--- src/rtl/ram_helper_pkg.sv ---
// Shared definitions for the RAM-helper initiator bridge.
// Holds the address/data geometry, the bridge FSM state encoding, the
// request/response payload structs and the burst index-advance function.
package ram_helper_pkg;

  localparam int PADDR_W = 56;
  localparam int IDX_W   = PADDR_W - 4;
  localparam int DATA_W  = 128;
  localparam int MASK_W  = DATA_W / 8;
  localparam int LEN_W   = 3;
  // One extra bit so the beat counter can reach len+1 (burst fully issued).
  localparam int CNT_W   = LEN_W + 1;

  typedef enum logic [1:0] {
    IDLE  = 2'd0,
    READ  = 2'd1,
    WRITE = 2'd2,
    WRESP = 2'd3
  } state_e;

  typedef struct packed {
    logic [IDX_W-1:0] idx;
    logic [LEN_W-1:0] len;
    logic             wrap;
    logic             write;
  } req_t;

  typedef struct packed {
    logic [DATA_W-1:0] data;
    logic              last;
    logic              write;
    logic              err;
  } rsp_t;

  // Word index of the next beat. Wrapping only applies to power-of-two
  // bursts (2, 4 or 8 beats); any other length with wrap set walks linearly.
  function automatic logic [IDX_W-1:0] next_idx(input logic [IDX_W-1:0] idx,
                                                input logic [LEN_W-1:0] len,
                                                input logic             wrap);
    logic [IDX_W-1:0] inc;
    logic [IDX_W-1:0] lmask;
    inc   = idx + IDX_W'(1);
    lmask = {{(IDX_W-LEN_W){1'b0}}, len};
    if (wrap && (len == 3'd1 || len == 3'd3 || len == 3'd7)) begin
      return (idx & ~lmask) | (inc & lmask);
    end
    return inc;
  endfunction

endpackage

--- src/rtl/ram_helper_rsp_slot.sv ---
// One-entry response register with a valid/ready output handshake.
// Ports:
//   clk, rst_n      clock, asynchronous active-low reset
//   load, load_rsp  capture a new response (takes priority over draining)
//   ready           downstream accepts the held response
//   valid, rsp      held response and its valid flag
module ram_helper_rsp_slot
  import ram_helper_pkg::*;
(
  input  logic clk,
  input  logic rst_n,
  input  logic load,
  input  rsp_t load_rsp,
  input  logic ready,
  output logic valid,
  output rsp_t rsp
);

  logic vld_p1;
  rsp_t rsp_p1;

  // ---- stage p1: response register ----
  always_ff @(posedge clk or negedge rst_n) begin
    if (!rst_n) begin
      vld_p1 <= 1'b0;
      rsp_p1 <= '0;
    end else if (load) begin
      vld_p1 <= 1'b1;
      rsp_p1 <= load_rsp;
    end else if (vld_p1 && ready) begin
      vld_p1 <= 1'b0;
    end
  end

  assign valid = vld_p1;
  assign rsp   = rsp_p1;

endmodule

--- src/rtl/ram_helper_bridge.sv ---
// Initiator side of the simulation RAM-helper interface.
// Accepts one burst request at a time, drives the helper port one 128-bit
// beat per cycle and returns read beats or a single write acknowledgement.
// Ports:
//   clk, rst_n                          clock, asynchronous active-low reset
//   req_*                               burst request channel (valid/ready)
//   wdat_*                              write beat channel (valid/ready)
//   rsp_*                               response channel (valid/ready)
//   ram_en/ridx/rdata/widx/wdata/wmask/wen  helper port; rdata is
//                                       combinational from en/ridx, writes
//                                       commit at the rising edge
module ram_helper_bridge
  import ram_helper_pkg::*;
(
  input  logic                clk,
  input  logic                rst_n,
  input  logic                req_valid,
  output logic                req_ready,
  input  logic [PADDR_W-1:0]  req_addr,
  input  logic                req_write,
  input  logic [LEN_W-1:0]    req_len,
  input  logic                req_wrap,
  input  logic                wdat_valid,
  output logic                wdat_ready,
  input  logic [DATA_W-1:0]   wdat_data,
  input  logic [MASK_W-1:0]   wdat_mask,
  input  logic                wdat_last,
  output logic                rsp_valid,
  input  logic                rsp_ready,
  output logic [DATA_W-1:0]   rsp_data,
  output logic                rsp_last,
  output logic                rsp_write,
  output logic                rsp_err,
  output logic                ram_en,
  output logic [IDX_W-1:0]    ram_ridx,
  input  logic [DATA_W-1:0]   ram_rdata,
  output logic [IDX_W-1:0]    ram_widx,
  output logic [DATA_W-1:0]   ram_wdata,
  output logic [MASK_W-1:0]   ram_wmask,
  output logic                ram_wen
);

  state_e           state_q, state_d;
  logic [IDX_W-1:0] idx_q;
  logic [CNT_W-1:0] cnt_q;
  logic [LEN_W-1:0] len_q;
  logic             wrap_q;
  logic             err_q;
  logic [IDX_W-1:0] ridx_hold_q;
  logic [IDX_W-1:0] widx_hold_q;

  req_t req_in;
  rsp_t slot_in, slot_out;
  logic slot_load;

  logic req_hs, rsp_hs;
  logic in_range, at_last;
  logic rd_issue, wr_beat, beat_mismatch;

  // Byte offset within a beat is irrelevant to the helper.
  logic unused_addr_bits;
  assign unused_addr_bits = ^req_addr[3:0];

  assign req_in = '{idx:   req_addr[PADDR_W-1:4],
                    len:   req_len,
                    wrap:  req_wrap,
                    write: req_write};

  assign req_ready = (state_q == IDLE);
  assign req_hs    = req_valid && req_ready;
  assign rsp_hs    = rsp_valid && rsp_ready;

  assign in_range  = (cnt_q <= {1'b0, len_q});
  assign at_last   = (cnt_q == {1'b0, len_q});

  // A read beat is only fetched when the slot is free or drains this cycle,
  // so a stalled response never gets overwritten.
  assign rd_issue      = (state_q == READ) && in_range && (!rsp_valid || rsp_ready);
  assign wr_beat       = (state_q == WRITE) && wdat_valid;
  assign beat_mismatch = (wdat_last != at_last);

  always_comb begin
    state_d    = state_q;
    ram_en     = 1'b0;
    ram_wen    = 1'b0;
    wdat_ready = 1'b0;
    ram_wdata  = '0;
    ram_wmask  = '0;
    slot_load  = 1'b0;
    slot_in    = '0;
    unique case (state_q)
      IDLE: begin
        if (req_hs) state_d = req_in.write ? WRITE : READ;
      end
      READ: begin
        ram_en = rd_issue;
        if (rd_issue) begin
          slot_load    = 1'b1;
          slot_in.data = ram_rdata;
          slot_in.last = at_last;
        end
        if (rsp_hs && rsp_last) state_d = IDLE;
      end
      WRITE: begin
        wdat_ready = 1'b1;
        ram_en     = wdat_valid;
        ram_wen    = wdat_valid;
        ram_wdata  = wdat_data;
        ram_wmask  = wdat_mask;
        // The request length decides the burst end; wdat_last is only
        // cross-checked and reported through the ack's error flag.
        if (wdat_valid && at_last) begin
          state_d       = WRESP;
          slot_load     = 1'b1;
          slot_in.write = 1'b1;
          slot_in.last  = 1'b1;
          slot_in.err   = err_q | beat_mismatch;
        end
      end
      WRESP: begin
        if (rsp_hs) state_d = IDLE;
      end
      default: state_d = IDLE;
    endcase
  end

  // Outside their own burst phase the indices show the last value driven.
  always_comb begin
    ram_ridx = (state_q == READ)  ? idx_q : ridx_hold_q;
    ram_widx = (state_q == WRITE) ? idx_q : widx_hold_q;
  end

  // ---- stage p0: burst control registers ----
  always_ff @(posedge clk or negedge rst_n) begin
    if (!rst_n) begin
      state_q     <= IDLE;
      idx_q       <= '0;
      cnt_q       <= '0;
      len_q       <= '0;
      wrap_q      <= 1'b0;
      err_q       <= 1'b0;
      ridx_hold_q <= '0;
      widx_hold_q <= '0;
    end else begin
      state_q <= state_d;
      if (req_hs) begin
        idx_q  <= req_in.idx;
        len_q  <= req_in.len;
        wrap_q <= req_in.wrap;
        cnt_q  <= '0;
        err_q  <= 1'b0;
      end else if (rd_issue || wr_beat) begin
        idx_q <= next_idx(idx_q, len_q, wrap_q);
        cnt_q <= cnt_q + CNT_W'(1);
      end
      if (wr_beat) err_q <= err_q | beat_mismatch;
      if (state_q == READ)  ridx_hold_q <= idx_q;
      if (state_q == WRITE) widx_hold_q <= idx_q;
    end
  end

  // ---- stage p1: response slot ----
  ram_helper_rsp_slot u_rsp_slot (
    .clk      (clk),
    .rst_n    (rst_n),
    .load     (slot_load),
    .load_rsp (slot_in),
    .ready    (rsp_ready),
    .valid    (rsp_valid),
    .rsp      (slot_out)
  );

  assign rsp_data  = slot_out.data;
  assign rsp_last  = slot_out.last;
  assign rsp_write = slot_out.write;
  assign rsp_err   = slot_out.err;

endmodule

--- config.mk ---
export PLATFORM = sky130hd
export DESIGN_NAME = ram_helper_bridge
export DESIGN_NICKNAME = d
export VERILOG_FILES = /design/src/rtl/ram_helper_pkg.sv /design/src/rtl/ram_helper_rsp_slot.sv /design/src/rtl/ram_helper_bridge.sv
export SDC_FILE = /design/constraint.sdc
export NUM_CORES = 1
export LEC_CHECK = 0
export CAP_MARGIN = 10
export CORE_AREA = 2 2 279 281
export CTS_CLUSTER_DIAMETER = 30
export DETAILED_ROUTE_END_ITERATION = 10
export DIE_AREA = 0 0 281 283
export GPL_TIMING_DRIVEN = 0
export SYNTH_ARGS = -nofsm -noshare
export SYNTH_HDL_FRONTEND = slang
export SYNTH_SLANG_ARGS = --single-unit
--- constraint.sdc ---
create_clock -name clk -period 2.74 [get_ports clk]
set_clock_uncertainty 0.2 [all_clocks]
set_input_delay 0.548 -clock clk [delete_from_list [all_inputs] [get_ports clk]]
set_output_delay 0.548 -clock clk [all_outputs]
set_load 0.02 [all_outputs]
# Word level (Yosys, flattened, before mapping)
# Index checks and enable logic that the tools add are counted.
[classes]
n_bitwise = 5
eq_ne = 12
n_mul = 0
order_cmp = 1
div = 0
n_addsub = 2
muxes = 34
reduce_logical = 18
shift = 0
[op_table]
columns = ["operator", "count"]
rows = [
  ["two-way mux 52 bit", 6],
  ["two-way mux 128 bit", 2],
  ["two-way mux 129 bit", 1],
  ["adder 52 x 1 -> 52 bit (second input constant)", 1],
  ["AND 52 x 3 -> 52 bit", 1],
  ["AND 52 bit", 1],
  ["inverter 3 -> 52 bit", 1],
  ["bitwise OR 52 bit", 1],
  ["two-way mux 16 bit", 1],
  ["two-way mux 2 bit", 6],
  ["two-way mux 1 bit", 11],
  ["logical AND 1 bit", 8],
  ["two-way mux 4 bit", 2],
  ["case mux 2 bit (4 select lines)", 1],
  ["case mux 1 bit (2 select lines)", 3],
  ["nonzero test 2 bit", 3],
  ["adder 4 x 1 -> 4 bit (second input constant)", 1],
  ["equality test 2 bit (second input constant)", 2],
  ["equality test 4 x 3 -> 1 bit", 1],
  ["less-or-equal comparator 4 x 3 -> 1 bit", 1],
  ["logical OR 1 bit", 4],
  ["!= test 2 x 1 -> 1 bit (second input constant)", 2],
  ["!= test 2 bit (second input constant)", 2],
  ["AND reduction 4 bit", 1],
  ["9 further kinds", 9],
]
[totals]
mem_bits_ro = 0
inputBits = 339
word_cells = 85
memories = 0
latch_bits = 0
ram_bits = 0
reg_bits = 299

# Depth between registers and ports, before layout
# Gate-level depths: netlist of the first run.
[logic_depth]
depth_word = 10
ltp_mapped = 10
mapped_depth_nobuf = 8

# Cells and area by module
# From an unflattened synthesis of the first run, not the netlist that was laid out.
[unflattened]
hier_cells = 1289
hier_area_um2 = 15005.6
[by_module_without_submodules]
columns = ["mod", "cells_per_inst", "n_inst", "seq_area_each_um2", "area_each_um2"]
rows = [
  ["ram_helper_bridge", 1009, 1, 4179.0, 9778.1],
  ["ram_helper_rsp_slot", 280, 1, 3303.2, 5227.5],
]

# Worst setup path after synthesis of the first run
# No wires, ideal clock.
[synth_timing]
path_kind = "flip-flop to flip-flop"
startpoint = "reg state_q[0]"
endpoint = "reg idx_q[39]"
t_arrival_ns = 2.478
slack_ns = -0.020
setup_ns = 0.082
n_path_buf = 1
stages_incl_launch_ff = 10
path_cell_list = "dfrtp_1 > inv_1 > ha_1 > nand2_1 > inv_1 > a31oi_1 > or4_1 > clkbuf_1 > or4_1 > a31oi_1"
[synth_between]
elab_chain_cells = 5
word_cells_on_any_way = 10
cone_classes = "eq/ne (2); mux (1); reduce/logical (7)"
[synth_rtl]
columns = ["item", "line_no", "source"]
rows = [
  ["start: declaration", "ram_helper_bridge.sv:43", "state_e state_q, state_d;"],
  ["start signal: assignment", "ram_helper_bridge.sv:145", "state_q <= state_d;"],
  ["equality test 2 x 1 -> 1 bit", "ram_helper_bridge.sv:78", "assign rd_issue = (state_q == READ) && in_range && (!rsp_valid || rsp_ready);"],
  ["logical AND 1 bit (2 in a row)", "ram_helper_bridge.sv:78", ""],
  ["logical OR 1 bit", "ram_helper_bridge.sv:152", "end else if (rd_issue || wr_beat) begin"],
  ["nonzero test 2 bit (no source line)", "--", ""],
  ["end signal: assignment", "ram_helper_bridge.sv:147", "idx_q <= req_in.idx;"],
  ["end signal: assignment", "ram_helper_bridge.sv:153", "idx_q <= next_idx(idx_q, len_q, wrap_q);"],
  ["end: declaration", "ram_helper_bridge.sv:44", "logic [IDX_W-1:0] idx_q;"],
]
# Parallel ways exist; a longest one is shown, timed or not.
# A chain may end at the register's enable or synchronous reset.

# Final worst setup path of the first run
[layout_timing]
startpoint = "reg state_q[0]"
endpoint = "out ram_widx[5]"
[layout_between]
elab_chain_cells = 2
[layout_rtl]
columns = ["item", "line_no", "source"]
rows = [
  ["equality test 2 bit", "ram_helper_bridge.sv:130", "ram_widx = (state_q == WRITE) ? idx_q : widx_hold_q;"],
  ["two-way mux 52 bit", "--", ""],
  ["end: declaration", "ram_helper_bridge.sv:37", "output logic [IDX_W-1:0] ram_widx,"],
]
# Every way passes these cells.

==> impl_metrics.py, run 1 <==
metrics = {
    "placement": {
        "dp_hpwl_mm": 60.38,
        "dp_slack_ps": -1765,
        "io_buffers": 718,
        "gp_congestion": 0.8698,
    },
    "job": {
        "timing.max_cap.violations": 0,
    },
    "sta": {
        "setup-violations-final": 245,
        "drv_slew": 0,
        "min_period_over_period": 1.091,
        "max_freq_mhz": 334.5,
        "layout_setup_ws_ps": -249.6,
        "period_needed_ps": 2990,
        "rsz0062_at_grt": "yes",
        "relSlewSlack": 0.4730,
        "tightest_slew_ps": 790.6,
        "whs_ps": 278.3,
        "hold_violations": 0,
    },
    "logic_synthesis": {
        "async_reset_ff_frac": 1.000,
        "syn_inst": 1163,
        "ys_seq_area_frac": 0.5565,
        "synth_cell_types": 53,
        "syn_area_per_cell_um2": 11.56,
        "synth_edf_count": 0,
        "synthFlopType": "dfrtp_1",
        "yosys_warnings": 0,
        "ys_ff_latch": 299,
        "synth_area_um2": 13450,
        "syn-num-nets": 1511,
    },
    "floorplanning": {
        "die_width_um": 281,
        "coreArea_um2": 76700,
        "fp-row-count": 102,
        "ios": 723,
        "initial_core_util": 0.1753,
        "die_h_um": 283,
        "die-area_um2": 79520,
    },
    "drt": {
        "drtAntennaViolNets": 0,
        "wl_per_cell_um": 24.71,
        "drt_first_pass_iters": 5,
        "vias_per_cell": 4.386,
        "remaining_drc_errors": 0,
        "wl_mm": 78.90,
        "num_vias": 14010,
        "drt_iter0_drc": 684,
    },
    "global_route": {
        "gr-total-overflow": 0,
        "grt_usage": 0.1887,
        "antenna_found_initial": 42,
        "grt_pass1_wl_mm": 108.1,
        "first_global_vias": 14860,
        "grt_max_degree": 106,
    },
    "clock_network": {
        "cts_max_path_buffers": 3,
        "cts_tree": "yes",
        "clock_sinks": 299,
        "cts_buffers": 84,
        "clkLatencyLatePin_ps": 630,
        "cts_root_buffer": "clkbuf_16",
        "htree_levels": 3,
        "clk_pin_slew_worst_paths_ps": 40,
    },
    "setup_path": {
        "cpPeakStageDelay_ps": 390,
        "cp-end-kind": "output pin",
        "crit_chain": "inv_2 > ha_4 > clkbuf_16 > clkbuf_16 > mux2_4 > buf_6",
        "critical-path-top-delay-family": "buffers and inverters",
        "worstPathMaxFanout": 6,
        "cp.required_ps": 1990,
        "start_kind": "register",
        "crit_buf_inv": 4,
        "cp.arrival_ps": 2240,
        "path_class": "register to output pin",
        "cp_common_cell": "clkbuf_16",
        "crit_slowest_cell": "dfrtp_1",
    },
    "pwr": {
        "pwr-share-comb": 0.526,
        "pwr-share-seq": 0.211,
        "p_sw_mw": 15.31,
        "swShare": 0.3855,
        "ir_drop_uv": 662.5,
        "p_clk_frac": 0.263,
        "p_per_area_nw_per_um2": 1441,
        "leakagePower_nw": 11.87,
        "power.internal_mw": 24.41,
    },
    "final_layout": {
        "syn_to_final_growth_pct": 105.0,
        "fillCellCount": 7453,
        "drive_above_1_share": 0.3879,
        "nNetsFinal": 2412,
    },
    "outcome": {
        "status": "complete, but fails checks",
        "violations": "negative setup slack",
    },
    "hold_path": {
        "hold_class": "input port to register",
    },
}
## synthesized netlist by cell type (all sizes together) (14+ instances only)
cell      n  area [um^2]
a22o    128         1121
a31oi    37        231.5
and2    150        938.4
clkbuf   78        292.8
dfrtp   299         7482
inv      19        71.32
mux2    105         1182
nand2    58        217.7
nand3    24        120.1
nand4    21        167.7
nor2     47        176.4
nor4     14        87.58
o21ai    30        150.1
o31ai    18        135.1
or4      21        165.2
## metrics by stage
stage	cell area, um^2	setup TNS (ps)	util	power, mW	cells
final	27570	-46330	0.3594	39.72	3193
after detailed placement	22000	-558080	0.2868	25.15	2923
after global placement	21940	-4218100	0.2860	24.91	2921
after CTS	26290	-88720	0.3427	37.93	3111
after global routing	27550	-62240	0.3592	41.52	3186
after floorplan	13450	0	-	16.44	1163
## worst paths after layout
check / startpoint / slack [ps] / endpoint / cells past startpoint
setup reg to reg: state_q[0] / -20 / idx_q[38] / 9
hold reg to reg: u_rsp_slot.rsp[0] / 290 / u_rsp_slot.rsp[0] / 1
setup / recovery: state_q[0] / -250 / ram_widx[5] / 6
hold / removal: req_len[0] / 280 / len_q[0] / 3
max in group asynchronous: rst_n / 820 / u_rsp_slot.rsp[79] / 3
min in group asynchronous: rst_n / 360 / ridx_hold_q[34] / 2
## final cells by class
cell class	count	area, um^2	area share
Clock inverter	41	693.2	0.02514
Buffer	80	830.8	0.03014
Clock buffer	113	2361	0.08564
Tap cell	1040	1301	0.04720
Sequential cell	299	7513	0.2725
Timing Repair Buffer	818	8356	0.3031
Inverter	19	73.82	0.002678
Antenna cell	21	52.55	0.001906
Multi-Input combinational cell	762	6386	0.2317
## per-layer routing
| metal | track usage | wire length (um) |
|---|---|---|
| met5 | 0 | 71 |
| met4 | 0.08128 | 3415 |
| met3 | 0.06316 | 6788 |
| met2 | 0.3535 | 41980 |
| met1 | 0.1870 | 26640 |
## logic make-up after synthesis
| logic type | share of synthesized area |
|---|---|
| compound gates | 0.1427 |
| xor+xnor | 0.007817 |
| fa+ha+maj | 0.008375 |
| buf+inv | 0.02848 |
| flops | 0.5565 |
| mux | 0.09092 |
| simple gates | 0.1653 |
## tightest hold or removal path: stages
cell and delay (ps):
clkdlybuf4s50_1 420, nand2_1 60, nand2_1 40
## placed cells by master, fill, tap and decap left out, types with 23 or more instances in the layout
master / count
clkbuf_16: 107
mux2_2: 25
dfrtp_2: 25
and2_4: 96
dfrtp_1: 274
nor2_1: 46
clkdlybuf4s50_1: 465
clkbuf_1: 32
a22o_1: 128
buf_6: 174
buf_4: 134
o21ai_0: 27
mux2_4: 80
nand2_1: 57
and2_1: 53
a31oi_1: 36
nand3_1: 23
## power groups by stage
stage	logic (mW)	clock network, mW	registers [mW]
detailed placement	16.8	0	8.38
CTS	18.8	10.6	8.46
finish	20.9	10.4	8.37
global placement	16.6	0	8.36
global route	22.0	10.9	8.63
floorplan	7.79	0	8.65
## sequential cells by signal, summed over array words and instances, names as in the netlist, named ones only
name / cells
ridx_hold_q: 52
wrap_q: 1
state_q: 2
len_q: 3
widx_hold_q: 52
cnt_q: 4
err_q: 1
u_rsp_slot.rsp: 131
u_rsp_slot.valid: 1
idx_q: 50
## timing repair
item	in CTS	in global routing
setup buffers	17	58
hold buffers	1	0
hold endpoints to repair	91	0
setup endpoints to repair	533	430
gates resized for setup	1631	307
gates cloned	17	5
pin swaps	5	15
No activity file was read; power rests on OpenSTA's default activity.
==> run 2, diff against run 1 <==
Settings changed: CORE_AREA 2 2 279 281 to 3 3 280 282, DIE_AREA 0 0 281 283 to 0 0 283 285.
==> impl_metrics.py, run 2 (synthesis results as in run 1) <==
metrics = {
    "setup_path": {
        "crit_buf_inv": 4,
        "worstPathMaxFanout": 5,
        "crit_chain": "inv_2 > ha_4 > clkbuf_16 > clkbuf_16 > mux2_4 > buf_6",
        "cp_common_cell": "clkbuf_16",
        "cp-end-kind": "output pin",
        "cpPeakStageDelay_ps": 440,
        "critical-path-top-delay-family": "buffers and inverters",
        "start_kind": "register",
        "path_class": "register to output pin",
        "crit_slowest_cell": "dfrtp_2",
        "cp.arrival_ps": 2280,
        "cp.required_ps": 1990,
    },
    "final_layout": {
        "most-common-layout-cells": "clkdlybuf4s50_1, dfrtp_1, buf_6",
        "instances_no_fill": 3190,
        "drive_above_1_share": 0.3964,
        "final_util": 0.3678,
        "largest_reg_flops": 131,
        "fillCellCount": 7310,
        "nNetsFinal": 2430,
        "regArea_um2": 7507,
        "multi_input_area_um2": 6521,
        "stdcell_area_um2": 27940,
        "syn_to_final_growth_pct": 107.8,
        "final_common_cell": "clkdlybuf4s50_1",
    },
    "clock_network": {
        "cts_buffers": 82,
        "htree_levels": 3,
        "clk_pin_slew_worst_paths_ps": 40,
        "cts_max_path_buffers": 3,
        "clkLatencyLatePin_ps": 630,
        "clock_sinks": 299,
        "cts_tree": "yes",
        "cts_root_buffer": "clkbuf_16",
    },
    "sta": {
        "layout_setup_ws_ps": -289.5,
        "max_freq_mhz": 330.1,
        "timing.setup.tns_ps": -48170,
        "rsz0062_at_grt": "yes",
        "relSlewSlack": 0.5220,
        "tightest_slew_ps": 717.1,
        "whs_ps": 287.9,
        "min_period_over_period": 1.106,
        "setup-violations-final": 250,
        "hold_violations": 0,
        "drv_slew": 0,
        "period_needed_ps": 3029,
    },
    "pwr": {
        "p_clk_frac": 0.246,
        "ir_drop_uv": 625.3,
        "pwr-share-seq": 0.208,
        "pwr-share-comb": 0.546,
        "p_sw_mw": 15.54,
        "p_per_area_nw_per_um2": 1438,
        "power.internal_mw": 24.63,
        "power.total_mw": 40.17,
        "leakagePower_nw": 12.06,
        "swShare": 0.3868,
    },
    "job": {
        "timing.max_cap.violations": 0,
    },
    "global_route": {
        "grt_pass1_wl_mm": 107.8,
        "grt_usage": 0.1826,
        "grt_max_degree": 112,
        "gr-total-overflow": 0,
        "first_global_vias": 15150,
        "antenna_found_initial": 29,
    },
    "floorplanning": {
        "die_h_um": 285,
        "coreArea_um2": 75950,
        "initial_core_util": 0.1770,
        "ios": 723,
        "die_width_um": 283,
        "die-area_um2": 80660,
        "fp-row-count": 101,
    },
    "placement": {
        "dp_slack_ps": -1745,
        "gp_congestion": 0.9569,
        "dp.cells": 2914,
        "dp_hpwl_mm": 58.80,
        "dpl_cell_area_um2": 21990,
        "io_buffers": 718,
    },
    "drt": {
        "vias_per_cell": 4.375,
        "remaining_drc_errors": 0,
        "wl_per_cell_um": 24.43,
        "drt_iter0_drc": 571,
        "num_vias": 13960,
        "drt_first_pass_iters": 5,
        "drtAntennaViolNets": 0,
        "wl_mm": 77.92,
    },
    "outcome": {
        "violations": "negative setup slack",
        "status": "complete, but fails checks",
    },
    "hold_path": {
        "hold_class": "input port to register",
    },
}
[run 2: cell types whose count changed in the layout (fill, tap and decap cells not counted), moves of 8 or more]
cell / previous run / this run
mux2_4: 80 / 103
clkbuf_2: 16 / 8
diode_2: 21 / 13
mux2_2: 25 / 2
clkinv_4: 0 / 8
buf_4: 134 / 115
buf_2: 17 / 8
buf_6: 174 / 230
[run 2: what timing repair did]
action                                  in CTS  in global routing
hold endpoints to repair                    80                  0
pin swaps                                   16                 17
hold buffers                                 1                  0
endpoints found under the setup margin     538                396
resized for setup                         1764                275
buffers inserted                            61                 33
gates cloned                                21                  6
[run 2: power by group through the flow]
stage	Combinational, mW	Sequential (mW)	Clock [mW]
floorplan	7.79	8.65	0
global placement	16.7	8.25	0
detailed placement	16.9	8.27	0
CTS	20.3	8.31	10.1
global route	23.1	8.59	10.4
finish	21.9	8.34	9.90
[run 2: worst paths after layout]
| check | start | to | slack [ps] | cells after the start |
|---|---|---|---|---|
| max | state_q[0] | ram_widx[19] | -290 | 6 |
| max reg2reg | len_q[1] | idx_q[38] | 0 | 8 |
| min reg2reg | widx_hold_q[46] | widx_hold_q[46] | 290 | 1 |
| min | req_addr[55] | idx_q[51] | 290 | 3 |
| min in group asynchronous | rst_n | widx_hold_q[26] | 350 | 2 |
| max in group asynchronous | rst_n | idx_q[10] | 840 | 3 |
[run 2: cell type report]
class / instances / share of cell area
diodes: 13 / 0.001164
plain buffers: 77 / 0.03099
clock buffers: 104 / 0.07999
clock inverters: 45 / 0.02387
inverters: 19 / 0.002642
multi-input cells: 762 / 0.2334
flip-flops and latches: 299 / 0.2687
well taps: 1030 / 0.04613
repair buffers: 841 / 0.3131
[run 2: tightest hold or removal path, stage by stage]
cell and delay (ps):
clkdlybuf4s50_1 410, nand2_1 60, nand3_1 50
[run 2: metal layers]
| layer | track usage | vias to the layer above | wire [um] |
|---|---|---|---|
| li1 | - | 6145 | - |
| met3 | 0.07338 | 174 | 6953 |
| met5 | 0 | - | 155 |
| met2 | 0.3265 | 728 | 40310 |
| met4 | 0.09226 | 26 | 3499 |
| met1 | 0.1833 | 6884 | 27000 |
==> run 3, diff against run 2 <==
Settings changed: CTS_CLUSTER_SIZE set to 16.
==> results of run 3 <==
Final layout, timing and power as in run 2 (identical DEF).
